$ cat src/rtl/mips_pkg.sv
// Shared MIPS datapath constants and named register indices.
// Used by the register file, the decoder and the bench.
package mips_pkg;

  localparam int DATA_W = 32;
  localparam int ADDR_W = 5;
  localparam int CNT_W  = 16;

  localparam logic [CNT_W-1:0] CNT_MAX = 16'hFFFF;

  localparam logic [4:0] REG_ZERO = 5'd0;
  localparam logic [4:0] REG_SP   = 5'd29;
  localparam logic [4:0] REG_RA   = 5'd31;

endpackage

$ cat src/rtl/regfile_rd_port.sv
// One combinational register file read port:
// bypass of the in-flight write, then $0 forced to zero.
module regfile_rd_port #(
  parameter int DATA_W = mips_pkg::DATA_W,
  parameter int ADDR_W = mips_pkg::ADDR_W,
  parameter int BYPASS = 1
) (
  input  logic [ADDR_W-1:0] addr,
  input  logic [DATA_W-1:0] stored,
  input  logic              wr_en,
  input  logic [ADDR_W-1:0] wr_addr,
  input  logic [DATA_W-1:0] wr_data,
  output logic [DATA_W-1:0] data
);

  logic hit;

  assign hit = (BYPASS != 0) && wr_en
            && (addr == wr_addr);

  always_comb begin
    data = stored;
    if (hit)
      data = wr_data;
    // $0 wins over everything, bypass included
    if (addr == '0)
      data = '0;
  end

endmodule

$ cat src/rtl/mips_regfile_wr.sv
// 32-entry register file: 2 combinational reads,
// 1 synchronous write, write ack pulse and write counter.
module mips_regfile_wr #(
  parameter int DATA_W = mips_pkg::DATA_W,
  parameter int ADDR_W = mips_pkg::ADDR_W,
  parameter int BYPASS = 1
) (
  input  logic              clk,
  input  logic              rst_n,
  input  logic              wr,
  input  logic [ADDR_W-1:0] wr_addr,
  input  logic [DATA_W-1:0] wr_data,
  input  logic [ADDR_W-1:0] rd1_addr,
  output logic [DATA_W-1:0] rd1_data,
  input  logic [ADDR_W-1:0] rd2_addr,
  output logic [DATA_W-1:0] rd2_data,
  output logic              wr_ack,
  output logic [ADDR_W-1:0] wr_ack_addr,
  output logic [15:0]       wr_cnt
);

  localparam int NREG = 2 ** ADDR_W;

  logic [DATA_W-1:0] regs [NREG];
  logic              commit;

  // writes to $0 are dropped entirely
  assign commit = wr && (wr_addr != '0);

  always_ff @(posedge clk or negedge rst_n) begin
    if (!rst_n) begin
      for (int i = 0; i < NREG; i++)
        regs[i] <= '0;
    end else if (commit) begin
      regs[wr_addr] <= wr_data;
    end
  end

  always_ff @(posedge clk or negedge rst_n) begin
    if (!rst_n) begin
      wr_ack      <= 1'b0;
      wr_ack_addr <= '0;
      wr_cnt      <= '0;
    end else begin
      wr_ack <= commit;
      if (commit) begin
        wr_ack_addr <= wr_addr;
        if (wr_cnt != mips_pkg::CNT_MAX)
          wr_cnt <= wr_cnt + 16'd1;
      end
    end
  end

  regfile_rd_port #(
    .DATA_W(DATA_W),
    .ADDR_W(ADDR_W),
    .BYPASS(BYPASS)
  ) u_rd1 (
    .addr    (rd1_addr),
    .stored  (regs[rd1_addr]),
    .wr_en   (commit),
    .wr_addr (wr_addr),
    .wr_data (wr_data),
    .data    (rd1_data)
  );

  regfile_rd_port #(
    .DATA_W(DATA_W),
    .ADDR_W(ADDR_W),
    .BYPASS(BYPASS)
  ) u_rd2 (
    .addr    (rd2_addr),
    .stored  (regs[rd2_addr]),
    .wr_en   (commit),
    .wr_addr (wr_addr),
    .wr_data (wr_data),
    .data    (rd2_data)
  );

endmodule

$ cat config.mk
export PLATFORM = sky130hd
export DESIGN_NAME = mips_regfile_wr
export DESIGN_NICKNAME = d
export VERILOG_FILES = /design/src/rtl/mips_pkg.sv /design/src/rtl/regfile_rd_port.sv /design/src/rtl/mips_regfile_wr.sv
export SDC_FILE = /design/constraint.sdc
export NUM_CORES = 2
export LEC_CHECK = 0
export CAP_MARGIN = 5
export CORE_MARGIN = 4
export CORE_UTILIZATION = 65
export CTS_CLUSTER_SIZE = 25
export DETAILED_ROUTE_END_ITERATION = 10
export PLACE_DENSITY = 0.91
export REMOVE_ABC_BUFFERS = 1
export SLEW_MARGIN = 20
export SYNTH_ARGS = -nofsm -noshare
export SYNTH_HDL_FRONTEND = slang
export SYNTH_SLANG_ARGS = --single-unit
$ cat constraint.sdc
create_clock -name clk -period 5.9 [get_ports clk]
set_clock_uncertainty 0.2 [all_clocks]
set_input_delay 0.59 -clock clk [delete_from_list [all_inputs] [get_ports clk]]
set_output_delay 0.59 -clock clk [all_outputs]
set_load 0.01 [all_outputs]
==> impl_metrics.env <==
export IMPL_grt_max_degree=174
export IMPL_grt_pass1_vias=42600
export IMPL_fmax_mhz=193
export IMPL_r2r_start="wr_cnt[3]"
export IMPL_boundaryPins=136
export IMPL_layout_drive_gt1_share=0.429
export IMPL_post_cts_resized=0
export IMPL_placed_cell_area_sq_mm=0.0581
export IMPL_min_period_ns=5.17
export IMPL_crit_fanout=22
export IMPL_synth_top_family_by_area="multiplexers"
export IMPL_htreeDepth=3
export IMPL_p_int_mw=15.6
export IMPL_setup_viol=0
export IMPL_synthXorXnorAreaFrac=0.00391
export IMPL_ant_nets=0
export IMPL_path_delay_family="buffers and inverters"
export IMPL_clockBufferDepth=3
export IMPL_timing_critical_path_from="wr_addr[3]"
export IMPL_p_comb_frac=0.212
export IMPL_wl_per_cell_um=35.0
export IMPL_crit_path_cell_trace="clkdlybuf4s50_1, xor2_1, nor3_1, and4_2, nor3_1, a211oi_1, clkdlybuf4s50_1"
export IMPL_n_fill_cell=4856
export IMPL_worstSetupEndpointType="output port"
export IMPL_core_region_area_sq_mm=0.0853
export IMPL_drt_initial_drc_count=6216
export IMPL_pwr_share_seq=0.445
export IMPL_p_clk_frac=0.343
export IMPL_cts_root_buf="clkbuf_16"
export IMPL_mostFrequentLayoutCells="1,046 x dfrtp_1, 859 x mux2_2, 480 x mux4_2"
export IMPL_yosysUniqueCellTypes=58
export IMPL_ctsHoldBuffers=1
export IMPL_netlist_area_sq_mm=0.0560
export IMPL_switchingPower_mw=6.23
export IMPL_path_clk_slew_ns=0.06
export IMPL_ys_ff_latch=1046
export IMPL_timing_setup_tns_ns=0
export IMPL_cap_violations=0
export IMPL_slew_viol_final=0
export IMPL_crit_type="in2out"
export IMPL_totalPowerFinal_mw=21.8
export IMPL_clk_latency_ns=0.69
export IMPL_die_h_um=301
export IMPL_synth_compound_area_frac=0.0540
export IMPL_start_util=0.656
export IMPL_met2_length_mm=79.6
export IMPL_drcViolationCount=0
export IMPL_drt_total_wl_mm=181
export IMPL_r2r_slack_ns=3.41
export IMPL_die_width_um=301
export IMPL_synth_top_area_share=0.468
export IMPL_drtPass1Iterations=9
export IMPL_stdcell_area_sq_mm=0.0620
export IMPL_syn2layout_area_growth_pct=10.7
export IMPL_worst_endpoint_arrival_ns=4.38
export IMPL_top_layer="met5"
export IMPL_crit_slowest_cell="a211oi_1"
export IMPL_holdCritStartpoint="regs[1020]"
export IMPL_yosysTopAreaCell="dfrtp_1"
export IMPL_synth_top_cells_by_area="dfrtp_1 47%, mux4_2 19%, mux2_2 17%"
export IMPL_port_buffers=135
export IMPL_vdd_drop_max_mv=0.319
export IMPL_syn_area_per_cell_sq_um=14.0
export IMPL_synth_simple_area_share=0.0363
export IMPL_power_leakage_nw=26.8
export IMPL_grt_pass1_wl_mm=270
export IMPL_antenna_found_initial=9
export IMPL_powerDensity_mw_per_mm2=352
export IMPL_hold_class="reg2reg"
export IMPL_route_met3_wl_mm=26.1
export IMPL_die_area_sq_mm=0.0908
export IMPL_swShare=0.286
export IMPL_synth_warnings=0
export IMPL_hpwl_mm=98.7
export IMPL_fin_crit_sh=0.877
export IMPL_finalHoldViolations=0
export IMPL_layout_commonest_cell="dfrtp_1"
export IMPL_num_vias=40800
export IMPL_synth_edff_count=0
export IMPL_syn_inst=3997
export IMPL_worst_slew_pin_slew_ns=1.24
export IMPL_rsz0062_at_grt="no"
export IMPL_slew_headroom=0.168
export IMPL_cp_required_ns=5.11
export IMPL_yosys_area_share_adder=0.000224
export IMPL_grt_usage=0.400
export IMPL_nets=3982
export IMPL_overflow=0
export IMPL_met1_length_mm=59.2
export IMPL_place_congestion=0.889
export IMPL_synth_mux_area_frac=0.400
export IMPL_synth_seq_area_share=0.468
export IMPL_routed_via_density=7.89
export IMPL_cp_start_kind="primary input"
export IMPL_cts_tree="built"
export IMPL_status="finished, final reports clean"
export IMPL_numCtsBuffers=106
export IMPL_cts_setup_buffers=0
export IMPL_clock_sinks=1046
export IMPL_ys_flop_type="dfrtp_1"
export IMPL_cpPeakStageDelay_ns=0.86
export IMPL_path_buf_inv=2
export IMPL_rows=107
export IMPL_synthArstFlopShare=1.00
power groups by stage:
stage / Combinational [mW] / Sequential [mW] / Clock (mW)
2_1_floorplan: 3.01 / 9.29 / 0
3_3_place_gp: 4.25 / 9.48 / 0
3_5_place_dp: 4.43 / 9.65 / 0
4_1_cts: 4.56 / 9.60 / 7.45
5_1_grt: 4.88 / 9.78 / 7.76
6_report: 4.61 / 9.70 / 7.48
flip-flops by register name (all words and copies together) (netlist names):
signal / flops
wr_ack: 1
regs: 1024
wr_cnt: 16
wr_ack_addr: 5
routing by layer:
| layer | vias to the layer above | global-route usage |
|---|---|---|
| met5 | - | 0 |
| met4 | 6 | 0.293 |
| met3 | 1224 | 0.152 |
| met2 | 3766 | 0.578 |
| met1 | 20700 | 0.497 |
| li1 | 15100 | - |
final timing paths:
path / end / depth (start not counted)
setup / recovery: rd1_data[4] / 7
hold / removal: regs[1020] / 0
setup reg to reg: wr_cnt[15] / 6
hold reg to reg: regs[1020] / 0
max in group asynchronous: regs[370] / 3
min in group asynchronous: regs[997] / 2
worst reg2reg max path, stage by stage (launching register included):
cell and delay, ns:
dfrtp_1 0.44, and4_1 0.32, and3_1 0.24, a31oi_1 0.44, and3_1 0.38, nand4_1 0.17, xnor2_1 0.18
cells in the mapped netlist (36+ instances only):
master / count
nand2_1: 279
nor2_1: 86
clkbuf_1: 256
nand3_1: 36
mux4_2: 480
a21oi_1: 69
o21ai_0: 176
mux2_2: 859
a221oi_1: 57
mux2i_1: 190
buf_1: 43
buf_2: 97
dfrtp_1: 1046
final cells by class:
type,instances,area (sq um),share of cell area
multi-input cells,2493,27900,0.450
flip-flops and latches,1046,26200,0.422
clock buffers,144,3060,0.0493
repair buffers,267,2550,0.0412
well taps,1144,1430,0.0231
clock inverters,56,792,0.0128
inverters,17,68.8,0.00111
diodes,5,12.5,0.000202
cells by family (layout without fill, tap and decap cells):
logic type	after synthesis	after routing
xor gates and xnor gates	25	25
and+or+nand+nor	474	474
AOI/OAI and AO/OA	464	464
adders and majority gates	1	1
muxes	1529	1529
other	0	5
buffers and inverters	458	484
DFF	1046	1046
stage by stage:
| step | cells | hold slack [ns] | setup slack, ns | util |
|---|---|---|---|---|
| floorplan | 3556 | 0.0944 | 1.87 | - |
| global placement | 4965 | 0.177 | 1.02 | 0.681 |
| detailed placement | 4966 | 0.182 | 1.03 | 0.682 |
| CTS | 5167 | 0.198 | 0.953 | 0.727 |
| global route | 5169 | 0.214 | 0.810 | 0.727 |
| finish | 5172 | 0.195 | 0.726 | 0.727 |
Note: power is estimated with default switching activity, not from simulation.
